`config.mk`:
```
export PLATFORM = sky130hd
export DESIGN_NAME = hazard_ctrl_flat
export DESIGN_NICKNAME = d
export VERILOG_FILES = /design/src/rtl/hazard_ctrl_if.sv /design/src/rtl/hazard_ctrl.sv /design/src/flat_wrapper.sv
export SDC_FILE = /design/constraint.sdc
export NUM_CORES = 1
export LEC_CHECK = 0
export ABC_CLOCK_PERIOD_IN_PS = 4300
export CAP_MARGIN = 25
export CORE_MARGIN = 5
export CORE_UTILIZATION = 46
export CTS_CLUSTER_SIZE = 14
export DETAILED_ROUTE_END_ITERATION = 7
export PLACE_DENSITY_LB_ADDON = 0.12
export SYNTH_ARGS = -nofsm -noshare
export SYNTH_HDL_FRONTEND = slang
export SYNTH_SLANG_ARGS = --single-unit
```
`constraint.sdc`:
```
create_clock -name clk -period 4.3 [get_ports clk]
set_clock_uncertainty 0.15 [all_clocks]
set_input_delay 0.86 -clock clk [delete_from_list [all_inputs] [get_ports clk]]
set_output_delay 0.86 -clock clk [all_outputs]
set_load 0.01 [all_outputs]
```
`src/rtl/hazard_ctrl_if.sv`:
```
// Hazard-controller bus: E-stage instruction info in, hazard and writeback control out.
interface hazard_ctrl_if #(
  parameter int unsigned NSTAGE = 1,
  parameter int unsigned CNTW   = 32
);
  localparam int unsigned FW = ($clog2(NSTAGE + 1) > 1) ? $clog2(NSTAGE + 1) : 1;

  logic          e_valid;
  logic [4:0]    e_rs1;
  logic [4:0]    e_rs2;
  logic          e_use_rs1;
  logic          e_use_rs2;
  logic [4:0]    e_rd;
  logic          e_reg_wr;
  logic          e_is_load;
  logic          e_br_taken;
  logic [FW-1:0] fwd_a;
  logic [FW-1:0] fwd_b;
  logic          stall;
  logic          flush;
  logic          wb_reg_wr;
  logic [4:0]    wb_rd;
  logic [CNTW-1:0] stall_cnt;
  logic [CNTW-1:0] flush_cnt;

  // Datapath side: presents the E-stage instruction, consumes hazard controls.
  modport master (
    output e_valid, e_rs1, e_rs2, e_use_rs1, e_use_rs2, e_rd, e_reg_wr, e_is_load, e_br_taken,
    input  fwd_a, fwd_b, stall, flush, wb_reg_wr, wb_rd, stall_cnt, flush_cnt
  );

  // Hazard-controller side.
  modport slave (
    input  e_valid, e_rs1, e_rs2, e_use_rs1, e_use_rs2, e_rd, e_reg_wr, e_is_load, e_br_taken,
    output fwd_a, fwd_b, stall, flush, wb_reg_wr, wb_rd, stall_cnt, flush_cnt
  );
endinterface

```
`src/rtl/hazard_ctrl.sv`:
```
// Pipeline hazard controller: tracks post-E instructions and derives forwarding,
// load-use stall, branch flush, qualified writeback and stall/flush counters.
module hazard_ctrl #(
  parameter int unsigned NSTAGE   = 1,
  parameter int unsigned LOAD_LAT = 1,
  parameter int unsigned CNTW     = 32
) (
  input  logic         clk,
  input  logic         reset,
  hazard_ctrl_if.slave bus
);
  localparam int unsigned FW = ($clog2(NSTAGE + 1) > 1) ? $clog2(NSTAGE + 1) : 1;

  typedef struct packed {
    logic       valid;
    logic [4:0] rd;
    logic       reg_wr;
    logic       is_load;
  } entry_t;

  typedef struct packed {
    logic          not_ready;
    logic [FW-1:0] sel;
  } opnd_t;

  entry_t [NSTAGE:1] pipe_q;
  opnd_t             opa_c;
  opnd_t             opb_c;
  logic              stall_c;
  logic              flush_c;
  logic [CNTW-1:0]   stall_cnt_q;
  logic [CNTW-1:0]   flush_cnt_q;

  // Scan oldest to youngest so the youngest matching writer has the last word.
  function automatic opnd_t resolve(input entry_t [NSTAGE:1] p,
                                    input logic              valid,
                                    input logic              use_rs,
                                    input logic [4:0]        rs);
    opnd_t r;
    r = '0;
    if (valid && use_rs && (rs != 5'd0)) begin
      for (int k = int'(NSTAGE); k >= 1; k--) begin
        if (p[k].valid && p[k].reg_wr && (p[k].rd != 5'd0) && (p[k].rd == rs)) begin
          if (p[k].is_load && (k < int'(LOAD_LAT))) begin
            r.not_ready = 1'b1;
            r.sel       = '0;
          end else begin
            r.not_ready = 1'b0;
            r.sel       = FW'(k);
          end
        end
      end
    end
    return r;
  endfunction

  // Operand readiness, stall and flush decisions for the instruction in E.
  always_comb begin
    opa_c   = '0;
    opb_c   = '0;
    stall_c = 1'b0;
    flush_c = 1'b0;
    opa_c   = resolve(pipe_q, bus.e_valid, bus.e_use_rs1, bus.e_rs1);
    opb_c   = resolve(pipe_q, bus.e_valid, bus.e_use_rs2, bus.e_rs2);
    stall_c = opa_c.not_ready | opb_c.not_ready;
    flush_c = bus.e_valid & bus.e_br_taken & ~stall_c;
  end

  // Tracking shift register; a stall pushes a bubble into stage 1.
  always_ff @(posedge clk) begin
    if (!reset) begin
      pipe_q <= '0;
    end else begin
      pipe_q[1] <= entry_t'{valid:   bus.e_valid & ~stall_c,
                            rd:      bus.e_rd,
                            reg_wr:  bus.e_reg_wr,
                            is_load: bus.e_is_load};
      for (int k = 2; k <= int'(NSTAGE); k++) begin
        pipe_q[k] <= pipe_q[k-1];
      end
    end
  end

  // Saturating stall and flush event counters.
  always_ff @(posedge clk) begin
    if (!reset) begin
      stall_cnt_q <= '0;
      flush_cnt_q <= '0;
    end else begin
      if (stall_c && (stall_cnt_q != {CNTW{1'b1}})) begin
        stall_cnt_q <= stall_cnt_q + CNTW'(1);
      end
      if (flush_c && (flush_cnt_q != {CNTW{1'b1}})) begin
        flush_cnt_q <= flush_cnt_q + CNTW'(1);
      end
    end
  end

  assign bus.fwd_a     = opa_c.sel;
  assign bus.fwd_b     = opb_c.sel;
  assign bus.stall     = stall_c;
  assign bus.flush     = flush_c;
  assign bus.wb_reg_wr = pipe_q[NSTAGE].valid & pipe_q[NSTAGE].reg_wr & (pipe_q[NSTAGE].rd != 5'd0);
  assign bus.wb_rd     = pipe_q[NSTAGE].rd;
  assign bus.stall_cnt = stall_cnt_q;
  assign bus.flush_cnt = flush_cnt_q;
endmodule

```
`src/flat_wrapper.sv`:
```
// flat-port wrapper written by rule: the top's interface ports become plain ports
module hazard_ctrl_flat 
#(
  parameter int unsigned NSTAGE   = 1,
  parameter int unsigned LOAD_LAT = 1,
  parameter int unsigned CNTW     = 32
)
  (clk, reset, bus_e_valid, bus_e_rs1, bus_e_rs2, bus_e_use_rs1, bus_e_use_rs2, bus_e_rd, bus_e_reg_wr, bus_e_is_load, bus_e_br_taken, bus_fwd_a, bus_fwd_b, bus_stall, bus_flush, bus_wb_reg_wr, bus_wb_rd, bus_stall_cnt, bus_flush_cnt);
  hazard_ctrl_if #(.NSTAGE(NSTAGE), .CNTW(CNTW)) bus_i ();
  input  logic clk;
  input  logic reset;
  input wire logic [$bits(bus_i.e_valid)-1:0] bus_e_valid;
  input wire logic [$bits(bus_i.e_rs1)-1:0] bus_e_rs1;
  input wire logic [$bits(bus_i.e_rs2)-1:0] bus_e_rs2;
  input wire logic [$bits(bus_i.e_use_rs1)-1:0] bus_e_use_rs1;
  input wire logic [$bits(bus_i.e_use_rs2)-1:0] bus_e_use_rs2;
  input wire logic [$bits(bus_i.e_rd)-1:0] bus_e_rd;
  input wire logic [$bits(bus_i.e_reg_wr)-1:0] bus_e_reg_wr;
  input wire logic [$bits(bus_i.e_is_load)-1:0] bus_e_is_load;
  input wire logic [$bits(bus_i.e_br_taken)-1:0] bus_e_br_taken;
  output wire logic [$bits(bus_i.fwd_a)-1:0] bus_fwd_a;
  output wire logic [$bits(bus_i.fwd_b)-1:0] bus_fwd_b;
  output wire logic [$bits(bus_i.stall)-1:0] bus_stall;
  output wire logic [$bits(bus_i.flush)-1:0] bus_flush;
  output wire logic [$bits(bus_i.wb_reg_wr)-1:0] bus_wb_reg_wr;
  output wire logic [$bits(bus_i.wb_rd)-1:0] bus_wb_rd;
  output wire logic [$bits(bus_i.stall_cnt)-1:0] bus_stall_cnt;
  output wire logic [$bits(bus_i.flush_cnt)-1:0] bus_flush_cnt;
  assign bus_i.e_valid = bus_e_valid;
  assign bus_i.e_rs1 = bus_e_rs1;
  assign bus_i.e_rs2 = bus_e_rs2;
  assign bus_i.e_use_rs1 = bus_e_use_rs1;
  assign bus_i.e_use_rs2 = bus_e_use_rs2;
  assign bus_i.e_rd = bus_e_rd;
  assign bus_i.e_reg_wr = bus_e_reg_wr;
  assign bus_i.e_is_load = bus_e_is_load;
  assign bus_i.e_br_taken = bus_e_br_taken;
  assign bus_fwd_a = bus_i.fwd_a;
  assign bus_fwd_b = bus_i.fwd_b;
  assign bus_stall = bus_i.stall;
  assign bus_flush = bus_i.flush;
  assign bus_wb_reg_wr = bus_i.wb_reg_wr;
  assign bus_wb_rd = bus_i.wb_rd;
  assign bus_stall_cnt = bus_i.stall_cnt;
  assign bus_flush_cnt = bus_i.flush_cnt;
  hazard_ctrl #(.NSTAGE(NSTAGE), .LOAD_LAT(LOAD_LAT), .CNTW(CNTW)) u_core (.clk(clk), .reset(reset), .bus(bus_i));
endmodule
```
## After elaboration in Yosys (flattened, before gate mapping)

Index checks and enable logic that the tools add are counted.

- Output and inout port bits: 74
- Bits of input ports: 23
- Logic and storage cells: 35
- Register bits after elaboration: 71

- Mux-type cells: 4
- Bitwise operators: 7
- Reduce and logical (&&, ||, !) cells: 13
- Equal/unequal tests: 4
- Add/sub/neg operators: 2

Operators by type and width:

| cell | count |
|---|---|
| 32-bit by 1-bit adder with 32-bit output, second input constant | 2 |
| 32-bit != test, second input constant | 2 |
| 5-bit nonzero test | 3 |
| 5-bit == test | 2 |
| 1-bit logical AND | 10 |
| 1-bit bitwise AND | 5 |
| 2-bit two-way mux | 2 |
| 1-bit two-way mux | 2 |
| 1-bit inverter | 1 |
| 1-bit bitwise OR | 1 |

## Logic depth before layout (Yosys ltp)

- Depth after elaboration: 9
- Gate-level depth with buffers: 9
- Depth with buffers taken out: 6

## Worst setup path before layout

OpenSTA, ideal clock, no wires.

- Path type: in2out
- Start: in bus_e_rs1[3]
- End: out bus_fwd_a
- Arrival: 1.512 ns
- Setup slack: 1.778 ns
- Buffers on the path: 0
- Required time: 3.290 ns
- Stages on the path: 4
- Cell sequence: xor2_1 nor3_1 nand3_1 nor3_1

- Cells in the longest elaborated chain, start to end: 4
- Elaborated cells between the ends (all ways): 6
- Those cells by class: eq/ne (1); mux (2); reduce/logical (3)

Ends and longest elaborated chain:

| what | RTL line | source |
|---|---|---|
| from (decl) | flat_wrapper.sv:13 | `input wire logic [$bits(bus_i.e_rs1)-1:0] bus_e_rs1;` |
| 5-bit == test | hazard_ctrl.sv:43 | `if (p[k].valid && p[k].reg_wr && (p[k].rd != 5'd0) && (p[k].rd == rs)) begin` |
| 1-bit logical AND | hazard_ctrl.sv:43 |  |
| 1-bit two-way mux | hazard_ctrl.sv:43 |  |
| 2-bit two-way mux * | hazard_ctrl.sv:41 | `if (valid && use_rs && (rs != 5'd0)) begin` |
| to (decl) | flat_wrapper.sv:21 | `output wire logic [$bits(bus_i.fwd_a)-1:0] bus_fwd_a;` |

Mark *: on every way between the ends. The rest lies on a longest branch, timed or not.

## Final worst setup path

- Start: in bus_e_rs1[2]
- End: out bus_fwd_a

Same word-level chain as after synthesis.

==> qor.csv <==
metric,value,unit
status,"complete, no violations",
Final Hold Viols,0,
Main synth FF type,dfxtp_1,
Clock Pin Slew Worst Setup and Hold Paths,0.08,ns
count of pins over their slew limit,0,
Post-Syn Area,0.00232,mm²
Clock Latency Late Sink,0.28,ns
synth unique cells,46,
die area,0.00658,mm²
CTS Buf Count,5,
largest net degree at the start of global routing,29,
DRT Wirelength,5400,µm
critical path arrival,2.44,ns
I/O pins,97,
YS warnings,0,
CTS root buf,clkbuf_8,
# rows,25,
share of cells above drive strength 1,0.0610,
global-route wire length before repair,8920,µm
total power,681,µW
routed length on met1,2520,µm
Tmin final,3.45,ns
TNS Setup,0,ns
Initial Util,0.483,
Highest Signal Layer,met4,
Slew Limit Headroom,0.454,
DP Wirelength,3960,µm
RSZ-0062 raised after global routing,no,
worst min path class,register to register,
1st-iter DRT viols,52,
critical path class,input port to output port,
Crit Path Max Fanout,2,
routed len/inst,13.7,µm
final core utilization,0.602,
cts hold-fix bufs,0,
CTS Buffer Depth,2,
met3 routed WL,381,µm
H-tree depth,2,
DIE HEIGHT,81.1,µm
DR vias,2072,
port bufs,62,
antenna violation net count after detailed routing,0,
antenna cells,0,
"EDFF count, synth",0,
Post-Synth Adder-Cell Area,0.00538,
worst-margin pin slew,0.814,ns
f_max,0.290,GHz
flop2flop setup slack,1.59,ns
first-pass iteration count of the detailed router,4,
Die Wd,81.1,µm
Total Routing Usage GR,0.168,
number of setup violations in the final report,0,
vias in the first global route,1920,
CP startpoint kind,input port,
simple-gate area share of the yosys netlist,0.287,
Post-CTS Setup Inserts,0,
Area Overhead vs Synth,24.8,%
worst path required time,3.29,ns
gp weighted congestion,0.791,
Synth Area in XOR/XNOR,0.0640,
Final nets,351,
Final WS setup,0.855,ns
max-cap violation count,0,
Yosys reg bits,39,
vias per cell,5.25,
LEAKAGE,1.01,nW
compound-cell area share of the yosys netlist,0.146,
largest family of logic cells by synthesized area,simple AND/OR/NAND/NOR gates,
core area,0.00482,mm²
crit share post-route,0.801,
initial antenna violation count,0,
pwr dens,235,mW/mm²
average cell area after synthesis,8.55,µm²
post-cts sizing count,0,
DRC viols,0,
proportion of synthesized area in mux cells,0.00861,
gr ovfl total,0,
Post-Syn Instances,272,
met2 WL,2440,µm
DP Worst Slack,0.849,ns
Async SR Flop Fraction,0,
clk sinks,39,
CP endpoint kind,output port,
CTS tree,done,
VDD IR-drop max,0.000154,V
"Seq/Total Area, Yosys",0.336,
-- per-layer routing --
| layer | global-route usage | vias to the layer above |
|---|---|---|
| li1 | - | 1034 |
| met1 | 0.228 | 954 |
| met2 | 0.272 | 77 |
| met3 | 0.0355 | 7 |
| met4 | 0.0422 | 0 |
| met5 | 0 | - |
-- metrics by stage --
step	cell area (µm²)	hold WS [ns]	instances
global placement	2820	0.332	387
global route	2900	0.379	395
detailed placement	2820	0.349	387
floorplan	2440	0.358	304
finish	2900	0.353	395
CTS	2900	0.359	395
-- final cells by class --
type / instances / area, µm²
multi-input cells: 214 / 1310
clock inverters: 1 / 5.00
well taps: 67 / 83.8
fillers: 480 / 1920
repair buffers: 63 / 628
flip-flops and latches: 39 / 781
clock buffers: 7 / 76.3
inverters: 4 / 15.0
-- state kept, by name, indices dropped and copies added, names as in the netlist --
register and cells:
u_core.bus.flush_cnt 32, u_core.bus.wb_rd 5, u_core.pipe_q 2
-- synthesized netlist by cell type (all sizes together) (3+ instances only) --
library cell,number,area (µm²)
and4,3,26.3
nor3,8,45.0
a21oi,20,100
buf,44,325
inv,3,11.3
or3,12,75.1
or4,11,82.6
xnor2,8,70.1
and3,4,25.0
nor4,6,58.8
nand2,17,63.8
nand3,14,70.1
dfxtp,39,781
nor2,12,47.6
a2111oi,3,45.0
o31ai,10,80.1
xor2,9,78.8
clkbuf,3,11.3
and2,9,56.3
nand4,10,90.1
o21ai,10,50.1
-- path summary, 6_finish.rpt --
kind	start	end	depth (start not counted)
min	u_core.bus.flush_cnt[23]	u_core.bus.flush_cnt[23]	2
min reg2reg	u_core.bus.flush_cnt[23]	u_core.bus.flush_cnt[23]	2
max	bus_e_rs1[2]	bus_fwd_a	6
max reg2reg	u_core.bus.flush_cnt[0]	u_core.bus.flush_cnt[15]	6
-- where the power goes --
part / total, mW / internal, mW / switching [mW]
clock network: 0.237 / 0.114 / 0.123
registers: 0.371 / 0.366 / 0.00575
logic: 0.0725 / 0.0343 / 0.0382
total: 0.681 / 0.514 / 0.167
-- worst max-delay path, cell delays in order --
cell and delay, ns:
clkdlybuf4s50_1 0.43, xor2_1 0.15, nor3_1 0.17, nand3_1 0.10, nor3_1 0.16, clkdlybuf4s50_1 0.56
-- cells by family after synthesis --
logic type / after synthesis
simple gates: 110
compound gates: 51
buf+inv: 51
flops: 39
xor+xnor: 17
mux: 2
fa+ha+maj: 1
other cells: 1
-- placed cells by master, fill, tap and decap left out, types with 8 or more instances in the layout --
cell | Yosys | routed
clkdlybuf4s50_1 | 0 | 62
dfxtp_1 | 39 | 39
conb_1 | 1 | 33
a21oi_1 | 20 | 20
nand2_1 | 17 | 17
nand3_1 | 14 | 14
or3_1 | 12 | 12
nor2_1 | 11 | 11
or4_1 | 11 | 11
xor2_1 | 9 | 9
and2_1 | 9 | 9
o31ai_1 | 9 | 9
xnor2_1 | 8 | 8
o21ai_1 | 8 | 8
(Power assumes the default switching activity.)
